--- src/rtl/video_gearbox_pkg.sv ---
// Shared types and helpers for the wide-to-narrow pixel gearbox.
package video_gearbox_pkg;

  typedef enum logic [0:0] {StIdle, StRun} frame_st_e;

  // Width needed to hold a lane count of 1..lanes.
  function automatic int unsigned lcw_of(input int unsigned lanes);
    return $clog2(lanes + 1);
  endfunction

  // Bit offset of emitted lane idx within a packed word.
  function automatic int unsigned lane_off(input int unsigned idx, input int unsigned lanes,
                                           input int unsigned pix_w, input bit msb_first);
    return msb_first ? (lanes - 1 - idx) * pix_w : idx * pix_w;
  endfunction

endpackage

--- src/rtl/video_gearbox_down_gbx_sync_fifo.sv ---
// Single-clock FIFO with synchronous flush; a write in the flush cycle lands in slot 0.
module gbx_sync_fifo #(
  parameter int unsigned Width = 8,
  parameter int unsigned Depth = 16,
  localparam int unsigned AW = $clog2(Depth)
) (
  input  logic             i_clk,
  input  logic             i_rst_n,
  input  logic             i_flush,
  input  logic             i_wr_en,
  input  logic [Width-1:0] i_wr_data,
  input  logic             i_rd_en,
  output logic [Width-1:0] o_rd_data,
  output logic             o_full,
  output logic             o_empty,
  output logic [AW:0]      o_level
);

  logic [AW:0]      r_wr_ptr;
  logic [AW:0]      r_rd_ptr;
  logic [Width-1:0] r_mem [Depth];
  logic [AW-1:0]    w_wr_addr;

  assign o_level   = r_wr_ptr - r_rd_ptr;
  assign o_full    = (o_level == (AW + 1)'(Depth));
  assign o_empty   = (r_wr_ptr == r_rd_ptr);
  assign o_rd_data = r_mem[r_rd_ptr[AW-1:0]];
  assign w_wr_addr = i_flush ? '0 : r_wr_ptr[AW-1:0];

  always_ff @(posedge i_clk or negedge i_rst_n) begin
    if (!i_rst_n) begin
      r_wr_ptr <= '0;
      r_rd_ptr <= '0;
    end else if (i_flush) begin
      r_wr_ptr <= {{AW{1'b0}}, i_wr_en};
      r_rd_ptr <= '0;
    end else begin
      if (i_wr_en) r_wr_ptr <= r_wr_ptr + 1'b1;
      if (i_rd_en) r_rd_ptr <= r_rd_ptr + 1'b1;
    end
  end

  always_ff @(posedge i_clk) begin
    if (i_wr_en) r_mem[w_wr_addr] <= i_wr_data;
  end

endmodule

--- src/rtl/video_gearbox_down.sv ---
// Wide-to-narrow pixel gearbox: buffers LANES-pixel words and emits one pixel per beat
// with frame tags, partial last words, frame-start flush and sticky truncation error.
module video_gearbox_down
  import video_gearbox_pkg::*;
#(
  parameter int unsigned PIX_W     = 24,
  parameter int unsigned LANES     = 4,
  parameter int unsigned DEPTH     = 16,
  parameter bit          MSB_FIRST = 1'b1,
  localparam int unsigned LCW = lcw_of(LANES),
  localparam int unsigned WW  = PIX_W * LANES,
  localparam int unsigned LVW = $clog2(DEPTH) + 1
) (
  input  logic             I_hs_rx_clk,
  input  logic             I_rst_n,
  input  logic             I_sof,
  input  logic             I_valid,
  output logic             O_ready,
  input  logic [WW-1:0]    I_data,
  input  logic             I_last,
  input  logic [LCW-1:0]   I_lanes,
  output logic             O_valid,
  input  logic             I_ready,
  output logic [PIX_W-1:0] O_data,
  output logic             O_sof,
  output logic             O_eof,
  output logic             O_err_trunc,
  input  logic             I_err_clr,
  output logic [LVW-1:0]   O_level
);

  localparam int unsigned FW      = WW + 1 + LCW;
  localparam int unsigned HeadOff = lane_off(0, LANES, PIX_W, MSB_FIRST);

  frame_st_e r_state, w_state_d;
  logic      r_rdy, r_pend, w_pend_d, r_err, w_err_d, r_sof_pend, w_sof_pend_d;

  logic           w_full, w_empty, w_accept, w_wr_en, w_pop;
  logic [LCW-1:0] w_lanes_norm;
  logic [FW-1:0]  w_wr_data, w_rd_data;
  logic [WW-1:0]  w_h_data;
  logic [LCW-1:0] w_h_lanes;
  logic           w_h_last;

  logic [WW-1:0]    r_hold_data, w_hold_data_d;
  logic [LCW-1:0]   r_hold_lanes, w_hold_lanes_d, r_lane, w_lane_d;
  logic             r_hold_last, w_hold_last_d, r_hold_vld, w_hold_vld_d, w_hold_end;
  logic [PIX_W-1:0] w_lane_pix [LANES];
  logic [PIX_W-1:0] w_hold_pix;

  logic             r_out_vld, w_out_vld_d, r_out_sof, w_out_sof_d, r_out_eof, w_out_eof_d;
  logic [PIX_W-1:0] r_out_data, w_out_data_d;
  logic             w_adv;

  assign O_ready   = r_rdy & ~w_full;
  assign w_accept  = I_valid & O_ready;
  assign w_wr_en   = w_accept & (I_sof | (r_state == StRun));
  assign w_wr_data = {I_last, w_lanes_norm, I_data};
  assign w_h_data  = w_rd_data[WW-1:0];
  assign w_h_lanes = w_rd_data[WW +: LCW];
  assign w_h_last  = w_rd_data[FW-1];

  // Lane count is only honoured on the last word; 0 or out-of-range means a full word.
  always_comb begin
    w_lanes_norm = LCW'(LANES);
    if (I_last && (I_lanes != '0) && (I_lanes <= LCW'(LANES))) w_lanes_norm = I_lanes;
  end

  gbx_sync_fifo #(
    .Width (FW),
    .Depth (DEPTH)
  ) u_fifo (
    .i_clk     (I_hs_rx_clk),
    .i_rst_n   (I_rst_n),
    .i_flush   (I_sof),
    .i_wr_en   (w_wr_en),
    .i_wr_data (w_wr_data),
    .i_rd_en   (w_pop),
    .o_rd_data (w_rd_data),
    .o_full    (w_full),
    .o_empty   (w_empty),
    .o_level   (O_level)
  );

  for (genvar g = 0; g < LANES; g++) begin : g_lane
    assign w_lane_pix[g] = r_hold_data[lane_off(g, LANES, PIX_W, MSB_FIRST) +: PIX_W];
  end

  always_comb begin
    w_hold_pix = '0;
    for (int i = 0; i < LANES; i++) begin
      if (r_lane == LCW'(i)) w_hold_pix = w_lane_pix[i];
    end
  end

  assign w_hold_end = (r_lane == r_hold_lanes - LCW'(1));
  assign w_adv      = ~r_out_vld | I_ready;

  // Frame FSM, truncation tracking and sticky error.
  always_comb begin
    w_state_d = r_state;
    w_pend_d  = r_pend;
    w_err_d   = r_err;
    if (I_sof) begin
      w_state_d = StRun;
      w_pend_d  = 1'b0;
    end
    if (w_wr_en) begin
      w_pend_d = ~I_last;
      if (I_last) w_state_d = StIdle;
    end
    if (I_err_clr) w_err_d = 1'b0;
    if (I_sof && (r_state == StRun) && r_pend) w_err_d = 1'b1;
  end

  // Unpacker: an empty holding register lets the FIFO head feed the output directly.
  always_comb begin
    w_pop          = 1'b0;
    w_hold_data_d  = r_hold_data;
    w_hold_lanes_d = r_hold_lanes;
    w_hold_last_d  = r_hold_last;
    w_hold_vld_d   = r_hold_vld;
    w_lane_d       = r_lane;
    w_out_vld_d    = r_out_vld;
    w_out_data_d   = r_out_data;
    w_out_sof_d    = r_out_sof;
    w_out_eof_d    = r_out_eof;
    w_sof_pend_d   = r_sof_pend;
    if (I_sof) begin
      w_hold_vld_d = 1'b0;
      w_lane_d     = '0;
      w_out_vld_d  = 1'b0;
      w_out_sof_d  = 1'b0;
      w_out_eof_d  = 1'b0;
      w_sof_pend_d = 1'b1;
    end else if (r_hold_vld) begin
      if (w_adv) begin
        w_out_vld_d  = 1'b1;
        w_out_data_d = w_hold_pix;
        w_out_sof_d  = r_sof_pend;
        w_out_eof_d  = r_hold_last & w_hold_end;
        w_sof_pend_d = 1'b0;
        if (!w_hold_end) begin
          w_lane_d = r_lane + LCW'(1);
        end else if (!w_empty) begin
          w_pop          = 1'b1;
          w_hold_data_d  = w_h_data;
          w_hold_lanes_d = w_h_lanes;
          w_hold_last_d  = w_h_last;
          w_lane_d       = '0;
        end else begin
          w_hold_vld_d = 1'b0;
        end
      end
    end else if (!w_empty) begin
      w_pop          = 1'b1;
      w_hold_data_d  = w_h_data;
      w_hold_lanes_d = w_h_lanes;
      w_hold_last_d  = w_h_last;
      w_hold_vld_d   = 1'b1;
      w_lane_d       = '0;
      if (w_adv) begin
        w_out_vld_d  = 1'b1;
        w_out_data_d = w_h_data[HeadOff +: PIX_W];
        w_out_sof_d  = r_sof_pend;
        w_out_eof_d  = w_h_last & (w_h_lanes == LCW'(1));
        w_sof_pend_d = 1'b0;
        w_hold_vld_d = (w_h_lanes != LCW'(1));
        w_lane_d     = LCW'(1);
      end
    end else if (w_adv) begin
      w_out_vld_d = 1'b0;
    end
  end

  always_ff @(posedge I_hs_rx_clk or negedge I_rst_n) begin
    if (!I_rst_n) begin
      r_state      <= StIdle;
      r_rdy        <= 1'b0;
      r_pend       <= 1'b0;
      r_err        <= 1'b0;
      r_sof_pend   <= 1'b0;
      r_hold_data  <= '0;
      r_hold_lanes <= '0;
      r_hold_last  <= 1'b0;
      r_hold_vld   <= 1'b0;
      r_lane       <= '0;
      r_out_vld    <= 1'b0;
      r_out_data   <= '0;
      r_out_sof    <= 1'b0;
      r_out_eof    <= 1'b0;
    end else begin
      r_state      <= w_state_d;
      r_rdy        <= 1'b1;
      r_pend       <= w_pend_d;
      r_err        <= w_err_d;
      r_sof_pend   <= w_sof_pend_d;
      r_hold_data  <= w_hold_data_d;
      r_hold_lanes <= w_hold_lanes_d;
      r_hold_last  <= w_hold_last_d;
      r_hold_vld   <= w_hold_vld_d;
      r_lane       <= w_lane_d;
      r_out_vld    <= w_out_vld_d;
      r_out_data   <= w_out_data_d;
      r_out_sof    <= w_out_sof_d;
      r_out_eof    <= w_out_eof_d;
    end
  end

  assign O_valid     = r_out_vld;
  assign O_data      = r_out_data;
  assign O_sof       = r_out_sof;
  assign O_eof       = r_out_eof;
  assign O_err_trunc = r_err;

endmodule
--- config.mk ---
export PLATFORM = sky130hd
export DESIGN_NAME = video_gearbox_down
export DESIGN_NICKNAME = d
export VERILOG_FILES = /design/src/rtl/video_gearbox_pkg.sv /design/src/rtl/video_gearbox_down_gbx_sync_fifo.sv /design/src/rtl/video_gearbox_down.sv
export SDC_FILE = /design/constraint.sdc
export NUM_CORES = 2
export LEC_CHECK = 0
export CORE_ASPECT_RATIO = 0.6
export CORE_UTILIZATION = 55
export CTS_CLUSTER_SIZE = 10
export DETAILED_ROUTE_END_ITERATION = 8
export PLACE_DENSITY_LB_ADDON = 0.3
export REMOVE_ABC_BUFFERS = 1
export SYNTH_ARGS = -nofsm -noshare
export SYNTH_HDL_FRONTEND = slang
export SYNTH_SLANG_ARGS = --single-unit
--- constraint.sdc ---
create_clock -name I_hs_rx_clk -period 7.7 [get_ports I_hs_rx_clk]
set_clock_uncertainty 0.2 [all_clocks]
set_input_delay 1.155 -clock I_hs_rx_clk [delete_from_list [all_inputs] [get_ports I_hs_rx_clk]]
set_output_delay 1.155 -clock I_hs_rx_clk [all_outputs]
set_load 0.01 [all_outputs]
# --- Word-level counts from Yosys, hierarchy flattened ---
# Memory sizes are Yosys's and may differ from the RTL's.
# Cells that the tools add are included.
totals:
  mem_count: 1
  in_bits: 106
  regBits: 146
  output_inout_bits: 34
  word_cells: 134
  ram_bits: 1600
op_classes:
  n_reduce_logical: 14
  bitwise: 11
  n_lt_le_gt_ge: 1
  muxes: 71
  addsub: 5
  n_eq_ne: 15
memory_table:
  columns: ["name", "depth", "width", "rd", "rd_clocked_by_memory_dff", "write_ports", "line", "rtl"]
  rows:
  - ["u_fifo.r_mem", 16, 100, 1, 0, 1, "video_gearbox_down_gbx_sync_fifo.sv:21", "logic [Width-1:0] r_mem [Depth];"]
ops:
  columns: ["operator", "n"]
  rows:
  - ["2-to-1 mux 96 bit", 4]
  - ["2-to-1 mux 24 bit", 8]
  - ["2-to-1 mux 1 bit", 43]
  - ["2-to-1 mux 3 bit", 11]
  - ["2-to-1 mux 5 bit", 4]
  - ["adder 5 x 1 -> 5 bit, second input constant", 2]
  - ["AND reduction 3 bit", 3]
  - ["nonzero test 2 bit", 4]
  - ["== test 3 x 1 -> 1 bit, second input constant", 2]
  - ["== test 3 x 2 -> 1 bit, second input constant", 2]
  - ["inequality test 2 x 1 -> 1 bit, second input constant", 3]
  - ["inequality test 3 x 2 -> 1 bit, second input constant", 2]
  - ["AND 1 bit", 5]
  - ["== test 5 bit", 1]
  - ["== test 5 bit, second input constant", 1]
  - ["subtractor 5 bit", 1]
  - ["logical AND 1 bit", 4]
  - ["2-to-1 mux 4 bit", 1]
  - ["inequality test 4 x 2 -> 1 bit, second input constant", 1]
  - ["inequality test 4 bit, second input constant", 1]
  - ["NOT 1 bit", 4]
  - ["adder 3 x 1 -> 3 bit, second input constant", 1]
  - ["== test 3 bit", 1]
  - ["less-or-equal comparator 3 bit, second input constant", 1]
  - ["6 further kinds", 7]

# --- Depth between registers and ports, before layout ---
logic_depth:
  depth_word: 8
  depth_mapped: 12

# --- Modules after synthesis ---
# Synthesis repeated with hierarchy kept, for this count alone.
hier_totals:
  hier_cells: 3273
  hier_area_um2: 68142.9
modules_own_cells:
  columns: ["module", "n_inst", "cells_per_inst", "area_each_um2", "seq_area_each_um2"]
  rows:
  - ["gbx_sync_fifo", 1, 2754, 61517.8, 48296.3]
  - ["video_gearbox_down", 1, 519, 6625.1, 3403.3]

# --- Worst setup path after synthesis ---
# No wires, ideal clock.
synth_timing:
  path_kind: "reg-to-reg"
  start: "register u_fifo.r_rd_ptr[2]"
  end: "memory u_fifo.r_mem[2][0] (netlist name), enable pin"
  setup_slack_ns: -0.065
  path_stages_with_launch: 12
  setup_ns: 0.560
  arrival_ns: 7.005
  cell_sequence: "dfrtp_1 > inv_1 > buf_2 > buf_2 > clkbuf_1 > ha_1 > xnor2_1 > nor3_1 > a311oi_1 > buf_2 > nand3_1 > nor2_1"
synth_via:
  elab_chain_cells: 8
synth_rtl:
  columns: ["item", "line", "rtl"]
  rows:
  - ["start, declared", "video_gearbox_down_gbx_sync_fifo.sv:20", "logic [AW:0] r_rd_ptr;"]
  - ["start signal, assigned", "video_gearbox_down_gbx_sync_fifo.sv:39", "if (i_rd_en) r_rd_ptr <= r_rd_ptr + 1'b1;"]
  - ["subtractor 5 bit", "video_gearbox_down_gbx_sync_fifo.sv:24", "assign o_level = r_wr_ptr - r_rd_ptr;"]
  - ["net O_level[2]", "video_gearbox_down.sv:29", "output logic [LVW-1:0] O_level"]
  - ["== test 5 bit", "video_gearbox_down_gbx_sync_fifo.sv:25", "assign o_full = (o_level == (AW + 1)'(Depth));"]
  - ["NOT 1 bit", "video_gearbox_down.sv:55", "assign O_ready = r_rdy & ~w_full;"]
  - ["AND 1 bit", "video_gearbox_down.sv:55", null]
  - ["AND 1 bit", "video_gearbox_down.sv:56", "assign w_accept = I_valid & O_ready;"]
  - ["AND 1 bit", "video_gearbox_down.sv:57", "assign w_wr_en = w_accept & (I_sof | (r_state == StRun));"]
  - ["2-to-1 mux 1 bit", "video_gearbox_down_gbx_sync_fifo.sv:44", "if (i_wr_en) r_mem[w_wr_addr] <= i_wr_data;"]
  - ["2-to-1 mux 1 bit (not written as such)", "video_gearbox_down_gbx_sync_fifo.sv:44", null]
  - ["end, declared", "video_gearbox_down_gbx_sync_fifo.sv:21", null]
# The timed path passes the listed nets, and every way through them passes these cells.

# --- Final worst setup path ---
layout_timing:
  start: "register u_fifo.r_rd_ptr[0]"
  end: "memory u_fifo.r_mem[3][35] (netlist name), enable pin"
layout_via:
  elab_chain_cells: 8
layout_rtl:
  columns: ["item", "line"]
  rows:
  - ["subtractor 5 bit", "video_gearbox_down_gbx_sync_fifo.sv:24"]
  - ["== test 5 bit", "video_gearbox_down_gbx_sync_fifo.sv:25"]
  - ["NOT 1 bit", "video_gearbox_down.sv:55"]
  - ["AND 1 bit", "video_gearbox_down.sv:55"]
  - ["AND 1 bit", "video_gearbox_down.sv:56"]
  - ["AND 1 bit", "video_gearbox_down.sv:57"]
  - ["2-to-1 mux 1 bit", "video_gearbox_down_gbx_sync_fifo.sv:44"]
  - ["2-to-1 mux 1 bit (not written as such)", "video_gearbox_down_gbx_sync_fifo.sv:44"]
# No other way between the ends.

==> impl_results.md <==
- Status: completed
- Drt wl/cell: roughly 32 µm
- Fill count: 7,782
- Dominant cells by area after synthesis: edfxtp_1 (72%), mux4_2 (16%), dfrtp_1 (5.5%)
- Reg-to-Reg Start: u_fifo.r_rd_ptr[0]
- Fmax: 182 MHz
- Die area: 123,000 µm²
- DPL Wire Length: 82,400 µm
- Leakage: 23.9 nW
- Post-cts resize count: 0
- Layout cells sized above 1: 26.4%
- Area leader, netlist: edfxtp_1
- CP Max Fanout: 85
- Worst EP required: 7920 ps
- Skew-Pair Late Insertion Delay: between 700 and 800 ps
- Post-route ant nets: 0
- Distinct cells, synth: 52
- Gr ovfl total: 0
- Reg2Reg Setup Slack: 2190 ps
- Final setup vio count: 0
- Critical path startpoint category: flip-flop
- Total chip power: ~24 mW
- Clk root buf: clkbuf_16
- Hold Crit Class: input port to asynchronous set/reset pin
- Die H: roughly 270 µm
- Post-synth top cells: edfxtp_1 (1,600), mux4_2 (476), dfrtp_1 (146), mux2_2 (97), nand2_1 (91)
- Ys Warns: 0
- Share of the yosys chip area belonging to registers: between 70 and 80%
- Vias per cell: 6.53
- Setup_tns: 0 ps
- Fin area: roughly 76,000 µm²
- IO Port Bufs: 139
- Pin count of the biggest net entering global routing: between 100 and 150
- First-pass GRT wire length: about 230,000 µm
- Number of synthesized register bits: ~1,700
- Area post-placement: ~70,000 µm²
- MaxCap Viol Count: 0
- Layout Cells excl Fill: 4,952
- CTS Buffer Depth: 3
- Pwr dens: roughly 320 nW/µm²
- Yosys top cell area share: 71.8%
- Part of the cycle the worst path needs: 71.5%
- Min Tclk post-route: 5510 ps
- CP startpoint: u_fifo.r_rd_ptr[0]
- Starting Density: a little under three fifths
- Reg clk slew, reported paths: approximately 50 ps
- Row count: between 90 and 100
- Post-Route WL: 157,000 µm
- Worst-Margin Slew: 1320 ps
- GR Util All Layers: 26.0%
- H-tree depth: 4
- Slew HR: 11.6%
- Vias in the first global route: 33,000
- # DRC: 0
- Post-synthesis async set-or-reset flop share: 8.36%
- Hold_buf cts: 0
- Post-Syn Instances: around 3,000
- Finished Core Util: 63.4%
- Final Max Tran Viols: 0
- Mapped cell area: 66,900 µm²
- Antenna violations before repair: 11
- Number of synthesized flops with an enable pin: 1,600
- I/O pin cnt: 140
- Dpl cells: between 4,000 and 5,000
- Most frequent cell after synthesis: edfxtp_1
- Reg2reg path depth: 9
- VDD IR max: 0.262 mV
- Cts bufs inserted: approximately 190
- Reg-to-reg endpoint: u_fifo.r_mem[3][35]
- Vias: 32,300
- Crit path kind: flip-flop to flip-flop
- Mean Syn Cell Area: 22.7 µm²
- 1st-iter DRT viols: 4,213
- 1st-pass router iterations: 6
- Chip width: around 450 µm
- Ys flop type: edfxtp_1
- Crit end category: flip-flop
- Area Overhead vs Synth: 13.6%
- Arrival time at the worst endpoint: 5730 ps
- Final hold vios: 0
- Core Box Area: 120,000 µm²
- Layout net count: 3,312
- Post CTS Setup Buffer Count: 0
- Gp weighted congestion: between 0.8 and 0.9
- CTS tree: built
- CTS Sinks: 1,746
- RSZ-0062 raised after global routing: false
- Worst setup path endpoint: u_fifo.r_mem[3][35]
[per-layer routing]
layer,GRT usage (%),vias to the layer above,part of all wire (%)
met4,6.90,12,2.0
li1,-,12900,-
met2,39.0,1704,46
met1,39.4,17500,42
met3,5.54,243,9.7
met5,0,-,0.049
[cell type report]
cell class,instances,area [µm²],share of cell area [%]
flip-flops and latches,1746,51700,68.0
multi-input cells,1023,14500,19.1
clock buffers,345,5540,7.28
repair buffers,209,2110,2.77
well taps,1600,2000,2.63
inverters,20,80.1,0.105
clock inverters,5,55.1,0.0724
diodes,4,10.0,0.0132
[layout by cell type, fill, tap and decap left out, drive strengths merged, types with 2 or more instances in the layout]
cell type,instances
clkdlybuf4s50,138
ha,12
xor2,4
clkbuf,345
nand4,4
inv,25
a21oi,62
a31oi,21
xnor2,7
a221o,24
dfrtp,146
and2,2
and3,19
or2,2
a21o,2
diode,4
mux2,97
mux2i,10
nor2b,6
a221oi,2
o21ai,82
buf,71
mux4,476
nor3,2
nand3b,2
a32o,2
nor2,65
nor3b,2
nand2,91
nand2b,6
nand3,8
edfxtp,1600
[metrics by stage]
step	hold WS (ps)	setup slack, ps
global placement	263	2090
floorplan	248	-15080
global route	173	2030
CTS	127	2030
detailed placement	290	2070
finish	148	2190
[worst max-delay path, cell delays in order, from the launching register on]
cell,delay (ps)
dfrtp_4,760
ha_1,360
fa_1,410
nand2b_1,180
a21oi_1,190
xnor2_1,170
a311oi_2,870
nand3_1,560
nor2_4,730
buf_12,580
[cells by family (layout without fill, tap and decap cells)]
group                      Yosys count  count (layout)  share of synthesized area [%]
AOI/OAI and AO/OA                  203             203                           1.83
other                                1               5                        0.00560
muxes                              583             583                           17.8
xor gates and xnor gates            12              12                          0.178
and+or+nand+nor                    211             211                           1.38
DFF                               1746            1746                           77.3
buffers and inverters              181             579                           1.28
adders and majority gates           13              13                          0.254
[registers in the layout, indices dropped and copies added (netlist names), 3 cells and up]
signal	count
u_fifo.r_mem	1600
r_hold_data	96
O_data	24
u_fifo.r_rd_ptr	5
u_fifo.r_wr_ptr	5
r_hold_lanes	3
r_lane	3
[power breakdown]
group          internal, mW  total, mW  switching [mW]
clock                  4.80       8.32            3.51
combinational          2.42       4.81            2.39
sequential             10.8       11.3           0.427
[how the worst min path moves through the flow]
stage / cells after the start / slack (ps) / from / endpoint
finish: 1 / 150 / I_rst_n / O_err_trunc
global route: 1 / 170 / I_rst_n / O_err_trunc
floorplan: 1 / 250 / r_sof_pend / r_sof_pend
detailed placement: 1 / 290 / r_hold_data[25] / r_hold_data[25]
global placement: 1 / 260 / r_sof_pend / r_sof_pend
CTS: 1 / 130 / I_rst_n / O_err_trunc
No activity file was read; power rests on OpenSTA's default activity.
